--- src/rtl/mem_arbiter.sv ---
// mem_arbiter: round-robin two-client arbiter onto one memory put/get port pair,
// with a tag FIFO routing each response back to its issuing client in order.
module mem_arbiter #(
  parameter int OP_WIDTH  = 68,
  parameter int TAG_DEPTH = 2,
  parameter int CNT_WIDTH = 32
) (
  input  logic                 CLK,
  input  logic                 RST_N,
  input  logic                 c0_req_valid,
  input  logic [OP_WIDTH-1:0]  c0_req_data,
  output logic                 c0_req_ready,
  input  logic                 c1_req_valid,
  input  logic [OP_WIDTH-1:0]  c1_req_data,
  output logic                 c1_req_ready,
  output logic                 c0_resp_valid,
  input  logic                 c0_resp_ready,
  output logic                 c1_resp_valid,
  input  logic                 c1_resp_ready,
  output logic [OP_WIDTH-1:0]  resp_data,
  output logic                 mem_put_enable,
  input  logic                 mem_put_ready,
  output logic [OP_WIDTH-1:0]  mem_put_request,
  output logic                 mem_get_enable,
  input  logic                 mem_get_ready,
  input  logic [OP_WIDTH-1:0]  mem_get_response,
  output logic [CNT_WIDTH-1:0] c0_grant_cnt,
  output logic [CNT_WIDTH-1:0] c1_grant_cnt
);
  localparam int CW = $clog2(TAG_DEPTH + 1);
  localparam int PW = TAG_DEPTH > 1 ? $clog2(TAG_DEPTH) : 1;
  logic [TAG_DEPTH-1:0] tags;
  logic [PW-1:0]        rd_ptr, wr_ptr;
  logic [CW-1:0]        count;
  logic                 last_grant, sel, issue, head, pop;
  // Outputs are gated by RST_N so everything reads 0 while reset is held.
  always_comb begin
    sel = c0_req_valid & c1_req_valid ? ~last_grant : c1_req_valid;
    issue = RST_N & (c0_req_valid | c1_req_valid) & mem_put_ready & (count < CW'(TAG_DEPTH));
    head = tags[rd_ptr];
    c0_req_ready = issue & ~sel;
    c1_req_ready = issue & sel;
    mem_put_enable = issue;
    mem_put_request = issue ? (sel ? c1_req_data : c0_req_data) : '0;
    c0_resp_valid = RST_N & mem_get_ready & (count != '0) & ~head;
    c1_resp_valid = RST_N & mem_get_ready & (count != '0) & head;
    pop = (c0_resp_valid & c0_resp_ready) | (c1_resp_valid & c1_resp_ready);
    mem_get_enable = pop;
    resp_data = RST_N ? mem_get_response : '0;
  end
  // Push is gated on the pre-pop count: a full FIFO never takes a same-cycle bypass.
  always_ff @(posedge CLK or negedge RST_N)
    if (!RST_N) begin
      tags <= '0;
      rd_ptr <= '0;
      wr_ptr <= '0;
      count <= '0;
      last_grant <= 1'b1;
      c0_grant_cnt <= '0;
      c1_grant_cnt <= '0;
    end else begin
      if (issue) begin
        tags[wr_ptr] <= sel;
        wr_ptr <= wr_ptr == PW'(TAG_DEPTH - 1) ? '0 : wr_ptr + 1'b1;
        last_grant <= sel;
      end
      if (pop) rd_ptr <= rd_ptr == PW'(TAG_DEPTH - 1) ? '0 : rd_ptr + 1'b1;
      count <= count + CW'(issue) - CW'(pop);
      c0_grant_cnt <= c0_grant_cnt + CNT_WIDTH'(c0_req_ready);
      c1_grant_cnt <= c1_grant_cnt + CNT_WIDTH'(c1_req_ready);
    end
endmodule

--- config.mk ---
export PLATFORM = sky130hd
export DESIGN_NAME = mem_arbiter
export DESIGN_NICKNAME = d
export VERILOG_FILES = /design/src/rtl/mem_arbiter.sv
export SDC_FILE = /design/constraint.sdc
export NUM_CORES = 1
export LEC_CHECK = 0
export BUFFER_PORTS_ARGS = -buffer_cell sky130_fd_sc_hd__buf_4
export CORE_AREA = 2 2 161 163
export CTS_CLUSTER_SIZE = 40
export DETAILED_ROUTE_END_ITERATION = 12
export DIE_AREA = 0 0 163 165
export GPL_TIMING_DRIVEN = 0
export MAX_ROUTING_LAYER = met4
export PLACE_DENSITY = 0.49
export SYNTH_ARGS = -nofsm -noshare
export SYNTH_HDL_FRONTEND = slang
export SYNTH_SLANG_ARGS = --single-unit
--- constraint.sdc ---
create_clock -name CLK -period 2.45 [get_ports CLK]
set_input_delay 0.1225 -clock CLK [delete_from_list [all_inputs] [get_ports CLK]]
set_output_delay 0.1225 -clock CLK [all_outputs]
set_load 0.05 [all_outputs]
* Yosys cells after proc, flatten, opt, wreduce, memory -nomap -nowiden
Cells that the tools add are included.
Storage, ports and cells: input bits 212, flip-flop bits (word level) 71, output and inout bits 206
Cells by class: bitwise operators 17, reduce and logical (&&, ||, !) cells 2, $add $sub $neg 6, magnitude comparators 4, multiplexer cells 11
Operator list (number):
- 68-bit 2-to-1 mux | 3
- 32-bit by 1-bit adder with 32-bit output | 2
- 1-bit bitwise AND | 12
- 1-bit 2-to-1 mux | 6
- 1-bit by 2-bit < comparator with 1-bit output (second input constant) | 2
- 1-bit NOT | 3
- 1-bit adder (second input constant) | 2
- 2-bit by 1-bit adder with 2-bit output | 1
- 2-bit bitwise mux | 1
- 2-bit < comparator (second input constant) | 1
- 1-bit bitwise OR | 2
- 2-bit nonzero test | 1
- 2-bit by 1-bit subtractor with 2-bit output | 1
- 1-bit demux with 1-bit select | 1
- 1-bit greater-or-equal comparator (second input constant) | 1
- 1-bit logical AND | 1

* Longest topological paths before layout
Gate-level depths: netlist of the first run.
depth after elaboration 7, mapped depth 12, mapped depth without buffers 9

* Worst setup path before layout of the first run
Ideal clock, no wire load.
path type register -> register, from register count[1], to register c0_grant_cnt[26], data arrival time 2555 ps, period minus slack after synthesis 2698 ps, path buffers 3, setup time 142 ps, setup slack -248 ps, cell stages (with the launch flop) 13, path through dfrtp_1 nand3b_1 or2_1 buf_2 nor2_4 buf_2 ha_1 ha_1 nand2_1 nor3_1 buf_2 nand4_1 xnor2_1
Between the ends: word-level cells in the longest chain between the ends 4
Ends and longest elaborated chain:
- from (decl) | line 34 | logic [CW-1:0] count;
- from (signal assigned) | line 68 | count <= count + CW'(issue) - CW'(pop);
- 2-bit < comparator | line 39 | issue = RST_N & (c0_req_valid | c1_req_valid) & mem_put_ready & (count < CW'(TAG_DEPTH));
- 1-bit bitwise AND | line 39
- 1-bit bitwise AND | line 41 | c0_req_ready = issue & ~sel;
- named net c0_req_ready | line 12 | output logic c0_req_ready,
- 32-bit by 1-bit adder with 32-bit output | line 69 | c0_grant_cnt <= c0_grant_cnt + CNT_WIDTH'(c0_req_ready);
- to (signal assigned) | line 69
- to (decl) | line 27 | output logic [CNT_WIDTH-1:0] c0_grant_cnt,
The timed path passes the listed nets, and every way through them passes these cells. A chain may end at the register's enable or synchronous reset.

* Worst setup path after layout of the first run
from register last_grant, to output mem_put_request[50]
Between the ends: word-level cells in the longest chain between the ends 4
Ends and longest elaborated chain:
- from (decl) | line 35 | logic last_grant, sel, issue, head, pop;
- from (signal assigned) | line 65 | last_grant <= sel;
- 1-bit NOT | line 38 | sel = c0_req_valid & c1_req_valid ? ~last_grant : c1_req_valid;
- 1-bit 2-to-1 mux | line 38
- 68-bit 2-to-1 mux (2 in series) | line 44 | mem_put_request = issue ? (sel ? c1_req_data : c0_req_data) : '0;
- to (decl) | line 23 | output logic [OP_WIDTH-1:0] mem_put_request,
No other way between the ends.

==> impl_metrics.py, run 1 <==
metrics = {
    "sta": {
        "rsz0062_at_grt": "true",
        "worstMarginPinSlew_ns": 0.836,
        "slew_viol_final": 0,
        "finalCriticalPeriod_ns": 2.31,
        "final-hold-violation-count": 0,
        "skew_ns": 0.0107,
        "fmax_mhz": 434,
        "finalCritPeriodShare_pct": 94.1,
        "final_count_of_negative_setup_slack_endpoints": 0,
        "max_slew_margin_pct": 43.8,
    },
    "floorplanning": {
        "coreArea_mm2": 0.0250,
        "rows": 58,
        "die_width_um": 163,
        "initial_core_util_pct": 17.7,
        "dieArea_mm2": 0.0269,
        "chipHeight_um": 165,
        "io_pins": 418,
    },
    "routing": {
        "viasPerCell": 4.19,
        "wirelength_um": 22700,
        "drt-wirelength-per-cell_um": 18.7,
        "drc": 0,
        "dr.first_iter.drc_count": 131,
        "detail_route.first_pass.iterations": 4,
        "vias": 5077,
        "postRouteAntennaNets": 0,
    },
    "critical_path": {
        "crit_arrival_ns": 2.18,
        "r2r_slack_ns": 0.17,
        "endpoint_kind": "output port",
        "path_max_fanout": 10,
        "critical_path_class": "reg -> out",
        "worst_setup_path_start_kind": "register",
        "critPathRequiredTime_ns": 2.33,
    },
    "logic_synthesis": {
        "post_synth.cell_area_avg_um2": 10.1,
        "synth.ff_latch_count": 71,
        "synth_sequential_area_ratio_pct": 40.2,
        "synth-edff-count": 0,
        "synth_top_flop_cell": "sky130_fd_sc_hd__dfrtp_1",
        "syn-cell-area_mm2": 0.00442,
        "synth_fp_nets": 659,
        "yosys_warnings": 0,
        "asyncSetResetFlopFracSynth_pct": 100,
        "yosys.cell_types.count": 34,
        "netlist_instances": 439,
    },
    "grt": {
        "initial_antenna_violation_count": 0,
        "layer_with_the_highest_usage_after_global_routing": "met2",
        "global_route.usage.total_pct": 16.2,
        "gr-usage-met2_pct": 28.8,
        "first_global_vias": 5002,
        "grt_start_max_net_pins": 71,
        "grtUsageMet3_pct": 3.89,
        "grt_first_pass_wirelength_um": 31100,
        "gr-total-overflow": 0,
        "met1_usage_pct": 17.5,
    },
    "clock_tree": {
        "cts_inserted_buffers": 9,
        "cts-htree-levels": 3,
        "cts_root_buffer": "sky130_fd_sc_hd__clkbuf_16",
        "worstSkewPairLatency_ns": 0.33,
        "worst_setup_hold_path_clk_slew_ns": 0.06,
        "clock_sink_count": 71,
        "tritoncts_clock_tree": "yes",
        "cts_max_path_buffers": 2,
    },
    "flow_run": {
        "drv_cap": 0,
    },
    "power": {
        "pwr_density_cell_mw_per_mm2": 606,
        "power.static_leakage_nw": 4.45,
        "post-layout-total-power_mw": 5.22,
        "irDropWorstVdd_v": 0.000326,
    },
    "cells_and_area": {
        "synthesis_to_finish_area_growth_pct": 94.8,
        "sequential_cell_area_mm2": 0.00178,
        "fin_util_pct": 34.4,
        "post_route_cells_drive_above_1_share_pct": 55.4,
        "combined_area_of_the_multi_input_logic_cells_mm2": 0.00259,
        "finalNonFillerCells": 1213,
        "antenna-diode-count": 0,
        "finish.net_count": 1098,
        "filler_cells_inserted": 2634,
    },
    "run_status": {
        "outcome": "complete, no violations",
    },
    "placed_design": {
        "finalWeightedCongestion": 0.866,
        "port_buffers": 417,
        "detailedPlacementHpwl_um": 18600,
        "post-place-cells": 1186,
    },
    "min_path": {
        "worst_hold_path_type": "in -> reg",
    },
}
## registers in the layout (all words and copies together), names as in the netlist
register,cells
c1_grant_cnt,32
rd_ptr,1
c0_grant_cnt,32
tags,2
count,2
last_grant,1
wr_ptr,1
## logic make-up after synthesis
kind of cell	after synthesis	synth area share, %
xor+xnor	64	12.7
fa+ha+maj	8	2.26
mux	4	0.962
compound gates	71	14.0
buf+inv	33	3.68
simple gates	188	26.2
flops	71	40.2
## final cells by class
cell class / count / area share [%]
buffer: 27 / 2.08
clock buffer: 11 / 2.93
clock inverter: 5 / 1.21
inverter: 5 / 0.218
multi-input combinational: 335 / 30.1
sequential: 71 / 20.6
tap: 330 / 4.79
timing repair buffer: 429 / 38.0
## metrics by stage
stage	setup TNS, ns	hold slack (ns)	setup slack [ns]	cell area, um^2
after global routing	-0.0152	0.256	-0.00694	8610
after global placement	-56.72	0.381	-1.06	7990
after CTS	0	0.245	0.0500	8520
final	0	0.259	0.145	8610
after floorplan	-0.00168	-0.173	-0.00168	4450
after detailed placement	-53.70	0.380	-1.05	7990
## cell usage after synthesis (2+ instances only)
cell type	n	share of area, %
sky130_fd_sc_hd__buf_2	13	1.5
sky130_fd_sc_hd__mux2i_1	2	0.45
sky130_fd_sc_hd__buf_6	3	0.76
sky130_fd_sc_hd__nor3_1	5	0.57
sky130_fd_sc_hd__dfrtp_1	70	40
sky130_fd_sc_hd__and2_1	68	9.6
sky130_fd_sc_hd__nand2_1	21	1.8
sky130_fd_sc_hd__nor3_2	2	0.45
sky130_fd_sc_hd__or2_1	2	0.28
sky130_fd_sc_hd__and3_1	12	1.7
sky130_fd_sc_hd__clkbuf_1	12	1.0
sky130_fd_sc_hd__xnor2_1	42	8.3
sky130_fd_sc_hd__nand4_4	2	0.96
sky130_fd_sc_hd__a22o_1	68	13
sky130_fd_sc_hd__xor2_1	22	4.4
sky130_fd_sc_hd__nor4_2	6	1.7
sky130_fd_sc_hd__nor2b_1	2	0.28
sky130_fd_sc_hd__nand4b_1	2	0.40
sky130_fd_sc_hd__nand3_1	28	3.2
sky130_fd_sc_hd__and4_1	6	1.2
sky130_fd_sc_hd__nor4_1	4	0.57
sky130_fd_sc_hd__nor2_1	11	0.93
sky130_fd_sc_hd__nand4_1	13	1.8
sky130_fd_sc_hd__ha_1	8	2.3
sky130_fd_sc_hd__inv_1	5	0.42
sky130_fd_sc_hd__mux2_2	2	0.51
## layer usage
metal,part of all wire [%],vias up
met2,53,252
met4,3.6,0
met5,0,-
met3,7.8,23
met1,36,2351
li1,-,2451
## placed cells by master, fill, tap and decap left out, types with 8 or more instances in the layout
cell,instances
sky130_fd_sc_hd__clkbuf_1,12
sky130_fd_sc_hd__clkbuf_16,9
sky130_fd_sc_hd__dfrtp_1,70
sky130_fd_sc_hd__buf_6,8
sky130_fd_sc_hd__a22o_1,67
sky130_fd_sc_hd__nor4_2,10
sky130_fd_sc_hd__nand2_1,20
sky130_fd_sc_hd__and3_1,12
sky130_fd_sc_hd__nand4_1,13
sky130_fd_sc_hd__and2_1,68
sky130_fd_sc_hd__nor2_1,11
sky130_fd_sc_hd__buf_4,423
sky130_fd_sc_hd__nand3_1,27
sky130_fd_sc_hd__xnor2_1,42
sky130_fd_sc_hd__xor2_1,22
## path summary, 6_finish.rpt
| path | start | to | cells after the start |
|---|---|---|---|
| min in group asynchronous | RST_N | last_grant$_DFFE_PN1P_ | 2 |
| max | last_grant$_DFFE_PN1P_ | mem_put_request[50] | 7 |
| min reg2reg | c1_grant_cnt[31]$_DFF_PN0_ | c1_grant_cnt[31]$_DFF_PN0_ | 1 |
| max reg2reg | count[1]$_DFF_PN0_ | c0_grant_cnt[31]$_DFF_PN0_ | 10 |
| max in group asynchronous | RST_N | c1_grant_cnt[29]$_DFF_PN0_ | 3 |
| min | c0_req_valid | tags[1]$_DFFE_PN0P_ | 3 |
## where the power goes
part	internal, mW	switching, mW
sequential	1.30	0.158
combinational	0.813	1.38
clock	1.05	0.515
total	3.17	2.05
## worst max-delay path, cell delays in order (launching register included)
cell and delay, ns:
sky130_fd_sc_hd__dfstp_2 0.38, sky130_fd_sc_hd__a21boi_4 0.20, sky130_fd_sc_hd__nor2b_2 0.16, sky130_fd_sc_hd__buf_4 0.14, sky130_fd_sc_hd__buf_12 0.10, sky130_fd_sc_hd__clkbuf_1 0.44, sky130_fd_sc_hd__a22o_1 0.25, sky130_fd_sc_hd__buf_6 0.17
## timing repair
item | CTS | global route
buffers inserted | 6 | 3
cloned | 1 | 0
setup endpoints to repair | 120 | 27
hold endpoints to repair | 70 | 0
hold buffers | 2 | 0
resized for setup | 18 | 13
pin swaps | 3 | 5
(Power assumes the default switching activity.)
==> inputs of run 2 (changes only) <==
Settings changed: CORE_AREA 2 2 161 163 to 2 2 163 165, DIE_AREA 0 0 163 165 to 0 0 165 167, PLACE_DENSITY 0.49 to 0.47.
Clock period 2.45 ns to 2.9 ns, I/O delays scaled along.
==> impl_metrics.py, run 2 (synthesis gave the netlist of run 1 again) <==
metrics = {
    "grt": {
        "global_route.usage.total_pct": 15.1,
        "grt_first_pass_wirelength_um": 30200,
        "initial_antenna_violation_count": 1,
        "grt_start_max_net_pins": 71,
        "first_global_vias": 5103,
        "gr-total-overflow": 0,
    },
    "power": {
        "irDropWorstVdd_v": 0.000275,
        "post-layout-total-power_mw": 4.18,
        "power.static_leakage_nw": 4.36,
        "pwr_density_cell_mw_per_mm2": 498,
    },
    "routing": {
        "wirelength_um": 21000,
        "postRouteAntennaNets": 0,
        "viasPerCell": 4.15,
        "detail_route.first_pass.iterations": 4,
        "dr.first_iter.drc_count": 94,
        "vias": 5023,
        "drt-wirelength-per-cell_um": 17.3,
        "drc": 0,
    },
    "clock_tree": {
        "cts-htree-levels": 3,
        "cts_max_path_buffers": 2,
        "worstSkewPairLatency_ns": 0.34,
        "tritoncts_clock_tree": "yes",
        "clock_sink_count": 71,
        "cts_root_buffer": "sky130_fd_sc_hd__clkbuf_16",
        "cts_inserted_buffers": 9,
        "worst_setup_hold_path_clk_slew_ns": 0.06,
    },
    "floorplanning": {
        "io_pins": 418,
        "initial_core_util_pct": 17.2,
        "dieArea_mm2": 0.0276,
        "die_width_um": 165,
        "coreArea_mm2": 0.0258,
        "chipHeight_um": 167,
        "rows": 59,
    },
    "critical_path": {
        "path_max_fanout": 12,
        "critical_path_class": "reg -> reg",
        "worst_setup_path_start_kind": "register",
        "crit_chain": "a21boi_2, nor2b_1, buf_2, clkbuf_4, ha_1, nand3_1, or2_1, buf_6, nor4_2, xor2_1",
        "max_stage_delay_ns": 0.37,
        "endpoint_kind": "register",
        "critPathSlowestCell": "sky130_fd_sc_hd__dfstp_2",
        "crit_arrival_ns": 2.92,
        "critPathRequiredTime_ns": 3.15,
    },
    "sta": {
        "skew_ns": 0.0138,
        "finalCriticalPeriod_ns": 2.67,
        "final-hold-violation-count": 0,
        "setup_tns_ns": 0,
        "rsz0062_at_grt": "false",
        "fmax_mhz": 375,
        "final_count_of_negative_setup_slack_endpoints": 0,
        "slew_viol_final": 0,
        "worstMarginPinSlew_ns": 0.818,
        "max_slew_margin_pct": 45.0,
        "finalCritPeriodShare_pct": 92.0,
    },
    "placed_design": {
        "port_buffers": 417,
        "finalWeightedCongestion": 0.887,
        "detailedPlacementHpwl_um": 17400,
    },
    "min_path": {
        "worst_hold_path_type": "in -> reg",
    },
    "cells_and_area": {
        "commonest_non_fill_non_tap_cell_in_the_layout": "sky130_fd_sc_hd__buf_4",
        "registers_with_the_most_flip_flops": "c0_grant_cnt x32, c1_grant_cnt x32",
        "synthesis_to_finish_area_growth_pct": 89.8,
        "finish.net_count": 1090,
        "post_route_cells_drive_above_1_share_pct": 53.8,
        "fin_util_pct": 32.6,
        "layout.cells.most_common_list": "sky130_fd_sc_hd__buf_4, sky130_fd_sc_hd__dfrtp_1, sky130_fd_sc_hd__and2_1, sky130_fd_sc_hd__a22o_1, sky130_fd_sc_hd__xnor2_1",
    },
    "flow_run": {
        "drv_cap": 0,
    },
    "run_status": {
        "outcome": "complete, no violations",
    },
}
run 2: cell count changes in the layout (fill, tap and decap cells not counted), moves of 2 or more:
cell / before / now
sky130_fd_sc_hd__buf_12: 2 / 0
sky130_fd_sc_hd__buf_2: 7 / 9
sky130_fd_sc_hd__buf_4: 423 / 419
sky130_fd_sc_hd__buf_6: 8 / 4
sky130_fd_sc_hd__clkbuf_8: 2 / 0
sky130_fd_sc_hd__ha_1: 5 / 8
sky130_fd_sc_hd__ha_4: 3 / 0
sky130_fd_sc_hd__nor4_1: 0 / 2
sky130_fd_sc_hd__nor4_2: 10 / 8
run 2: area by class of cell:
class	instances	area, um^2
well taps	335	419
clock buffers	9	225
diodes	1	2.50
flip-flops and latches	71	1780
fillers	2740	17400
multi-input cells	335	2510
plain buffers	28	158
inverters	5	18.8
repair buffers	420	3180
clock inverters	7	95.1
run 2: metal layers:
metal  global-route usage (%)  wire [um]  vias to the layer above
met1                     15.3       7290                     2276
met2                     26.7      10900                      284
met3                     4.03       2060                       25
met4                     6.81        782                        0
li1                         -          -                     2438
met5                        -          0                        -
run 2: critical path, delay by kind of cell (launching register included):
family / cells / cell delay [ns]
buffers and inverters: 3 / 0.61
XOR/XNOR: 1 / 0.17
adder cells (fa/ha/maj): 1 / 0.25
AO/OA/AOI/OAI: 1 / 0.24
AND/OR/NAND/NOR: 4 / 0.92
flip-flops: 1 / 0.37
run 2: stage by stage:
stage / hold WS [ns] / worst slack [ns] / area, um^2 / cells
2_1_floorplan: -0.151 / 0.202 / 4420 / 439
3_3_place_gp: 0.403 / -0.997 / 7970 / 1191
3_5_place_dp: 0.400 / -1.03 / 7970 / 1191
4_1_cts: 0.258 / 0.0443 / 8360 / 1209
5_1_grt: 0.268 / 0.0426 / 8390 / 1211
6_report: 0.278 / 0.233 / 8390 / 1211
run 2: what timing repair did:
| item | 4_1_cts | 5_1_grt |
|---|---|---|
| endpoints found under the setup margin | 40 | 22 |
| hold buffers | 2 | 0 |
| pin swaps | 0 | 1 |
| buffers inserted | 0 | 1 |
| gates resized for setup | 9 | 4 |
| hold endpoints to repair | 70 | 0 |
run 2: power breakdown:
group | switching [mW] | internal [mW]
sequential | 0.118 | 1.10
clock | 0.445 | 0.754
combinational | 1.12 | 0.641
run 2: final timing paths:
check,start,end,slack [ns],cells past startpoint
setup reg to reg,last_grant$_DFFE_PN1P_,c1_grant_cnt[31]$_DFF_PN0_,0.23,10
setup / recovery,last_grant$_DFFE_PN1P_,c1_grant_cnt[31]$_DFF_PN0_,0.23,10
hold / removal,c0_req_valid,tags[1]$_DFFE_PN0P_,0.28,3
hold reg to reg,c1_grant_cnt[31]$_DFF_PN0_,c1_grant_cnt[31]$_DFF_PN0_,0.47,1
min in group asynchronous,RST_N,last_grant$_DFFE_PN1P_,0.57,2
max in group asynchronous,RST_N,c0_grant_cnt[6]$_DFF_PN0_,1.92,3
==> inputs of run 3 (changes only) <==
Settings changed: ABC_AREA from default to 1, PLACE_DENSITY 0.47 to 0.54.
==> impl_metrics.py, run 3 <==
metrics = {
    "cells_and_area": {
        "finish.net_count": 1654,
        "fin_util_pct": 38.7,
        "post_route_cells_drive_above_1_share_pct": 36.6,
        "layout.cells.most_common_list": "sky130_fd_sc_hd__nand2_1, sky130_fd_sc_hd__buf_4, sky130_fd_sc_hd__inv_1, sky130_fd_sc_hd__dfrtp_1, sky130_fd_sc_hd__nor2_1",
        "finalNonFillerCells": 1774,
        "synthesis_to_finish_area_growth_pct": 63.9,
        "commonest_non_fill_non_tap_cell_in_the_layout": "sky130_fd_sc_hd__nand2_1",
        "registers_with_the_most_flip_flops": "c0_grant_cnt x32, c1_grant_cnt x32",
    },
    "power": {
        "irDropWorstVdd_v": 0.000259,
        "post-layout-total-power_mw": 4.12,
        "pwr_density_cell_mw_per_mm2": 413,
        "power.static_leakage_nw": 6.53,
    },
    "placed_design": {
        "port_buffers": 417,
        "finalWeightedCongestion": 0.920,
        "place_ws_ns": -0.344,
        "detailedPlacementHpwl_um": 22600,
        "post-place-cells": 1756,
    },
    "routing": {
        "vias": 7164,
        "dr.first_iter.drc_count": 322,
        "drc": 0,
        "viasPerCell": 4.04,
        "drt-wirelength-per-cell_um": 14.9,
        "detail_route.first_pass.iterations": 4,
        "postRouteAntennaNets": 0,
        "wirelength_um": 26400,
    },
    "clock_tree": {
        "clock_sink_count": 71,
        "post-cts-setup-buffer-count": 0,
        "cts_inserted_buffers": 9,
        "cts-htree-levels": 3,
        "tritoncts_clock_tree": "yes",
        "worst_setup_hold_path_clk_slew_ns": 0.06,
        "cts_root_buffer": "sky130_fd_sc_hd__clkbuf_16",
        "cts_max_path_buffers": 2,
        "worstSkewPairLatency_ns": 0.34,
    },
    "logic_synthesis": {
        "syn-cell-area_mm2": 0.00609,
        "synth_sequential_area_ratio_pct": 29.2,
        "synth_top_flop_cell": "sky130_fd_sc_hd__dfrtp_1",
        "yosys.area.top_type_share_pct": 31.9,
        "post-synth-top-count-cell": "sky130_fd_sc_hd__nand2_1",
        "yosys-top-cells-count": "sky130_fd_sc_hd__nand2_1, sky130_fd_sc_hd__inv_1, sky130_fd_sc_hd__dfrtp_1, sky130_fd_sc_hd__nor2_1, sky130_fd_sc_hd__buf_2",
        "synthTopCellsByArea": "sky130_fd_sc_hd__nand2_1, sky130_fd_sc_hd__dfrtp_1, sky130_fd_sc_hd__inv_1",
        "yosys.area.top_type": "sky130_fd_sc_hd__nand2_1",
        "yosys_warnings": 0,
        "netlist_instances": 1004,
        "synth-edff-count": 0,
        "post_synth.cell_area_avg_um2": 6.07,
        "asyncSetResetFlopFracSynth_pct": 100,
        "yosys.cell_types.count": 26,
        "synth.ff_latch_count": 71,
        "synth_fp_nets": 1224,
    },
    "run_status": {
        "outcome": "complete, no violations",
    },
    "critical_path": {
        "critPathRequiredTime_ns": 3.13,
        "crit_arrival_ns": 2.81,
        "endpoint_kind": "register",
        "worst_setup_path_start_kind": "register",
        "path_max_fanout": 10,
        "critical_path_class": "reg -> reg",
        "r2r_start": "last_grant$_DFFE_PN1P_",
        "crit_path_start": "last_grant$_DFFE_PN1P_",
    },
    "sta": {
        "finalCriticalPeriod_ns": 2.58,
        "finalCritPeriodShare_pct": 89.0,
        "final_count_of_negative_setup_slack_endpoints": 0,
        "skew_ns": 0.00797,
        "slew_viol_final": 0,
        "final-hold-violation-count": 0,
        "rsz0062_at_grt": "false",
        "setup_ws_ns": 0.320,
        "fmax_mhz": 388,
        "hold_ws_ns": 0.141,
        "worstMarginPinSlew_ns": 0.463,
        "max_slew_margin_pct": 69.1,
    },
    "min_path": {
        "min-delay-start": "c0_resp_ready",
        "worst_hold_path_type": "in -> reg",
    },
    "floorplanning": {
        "initial_core_util_pct": 23.6,
        "die_width_um": 165,
        "io_pins": 418,
        "rows": 59,
        "dieArea_mm2": 0.0276,
        "chipHeight_um": 167,
        "coreArea_mm2": 0.0258,
    },
    "grt": {
        "grt_start_max_net_pins": 73,
        "initial_antenna_violation_count": 1,
        "global_route.usage.total_pct": 19.5,
        "first_global_vias": 7091,
        "grt_first_pass_wirelength_um": 40000,
        "gr-total-overflow": 0,
    },
    "flow_run": {
        "drv_cap": 0,
    },
}
-- run 3: report_power, final --
| part | internal [mW] | total (mW) | switching (mW) |
|---|---|---|---|
| sequential | 1.09 | 1.17 | 0.0786 |
| clock | 0.685 | 1.13 | 0.442 |
| combinational | 0.611 | 1.83 | 1.21 |
-- run 3: metal layers --
metal / global-route usage (%) / wire, um
met3: 4.98 / 1680
met2: 31.8 / 13000
met4: 5.41 / 675
met1: 23.8 / 11100
met5: - / 0
-- run 3: cells by family after synthesis --
family | Yosys count | synth area share [%]
buf+inv | 211 | 13.7
simple gates | 676 | 49.6
flops | 71 | 29.2
compound gates | 5 | 0.411
fa+ha+maj | 8 | 1.64
xor+xnor | 33 | 5.49
-- run 3: area by class of cell --
cell class	instances	area (um^2)
clock buffer	10	239
clock inverter	5	58.8
antenna	1	2.50
sequential	71	1780
multi-input combinational	722	3480
inverter	182	683
buffer	29	150
fill	2854	15800
tap	335	419
timing repair buffer	419	3170
-- run 3: worst paths after layout --
path / slack (ns) / depth (start not counted) / to
setup / recovery: 0.32 / 14 / c0_grant_cnt[24]$_DFF_PN0_
hold / removal: 0.14 / 4 / rd_ptr$_DFFE_PN0N_
setup reg to reg: 0.32 / 14 / c0_grant_cnt[24]$_DFF_PN0_
hold reg to reg: 0.50 / 2 / c0_grant_cnt[31]$_DFF_PN0_
max in group asynchronous: 2.16 / 3 / count[1]$_DFF_PN0_
min in group asynchronous: 0.37 / 2 / last_grant$_DFFE_PN1P_
-- run 3: timing repair --
| action | in CTS | in global routing |
|---|---|---|
| resized for setup | 0 | 1 |
| hold buffers | 0 | 2 |
| setup endpoints to repair | 0 | 17 |
| hold endpoints to repair | 0 | 70 |
-- run 3: worst max-delay path: stages (launching register included) --
cell and delay (ns):
sky130_fd_sc_hd__dfstp_2 0.53, sky130_fd_sc_hd__nand2_1 0.06, sky130_fd_sc_hd__nand2_2 0.15, sky130_fd_sc_hd__inv_2 0.12, sky130_fd_sc_hd__buf_2 0.22, sky130_fd_sc_hd__nor2_2 0.28
sky130_fd_sc_hd__ha_1 0.21, sky130_fd_sc_hd__ha_1 0.18, sky130_fd_sc_hd__inv_1 0.11, sky130_fd_sc_hd__nor2_8 0.19, sky130_fd_sc_hd__nand2_8 0.10, sky130_fd_sc_hd__nor2_8 0.16
sky130_fd_sc_hd__nand2_1 0.07, sky130_fd_sc_hd__nand2_1 0.06, sky130_fd_sc_hd__nand2_1 0.05
-- run 3: per-stage QoR --
| stage | setup TNS [ns] | instance area, um^2 |
|---|---|---|
| 2_1_floorplan | 0 | 6090 |
| 3_3_place_gp | -3.56 | 9640 |
| 3_5_place_dp | -5.20 | 9640 |
| 4_1_cts | 0 | 9940 |
| 5_1_grt | 0 | 9980 |
| 6_report | 0 | 9980 |
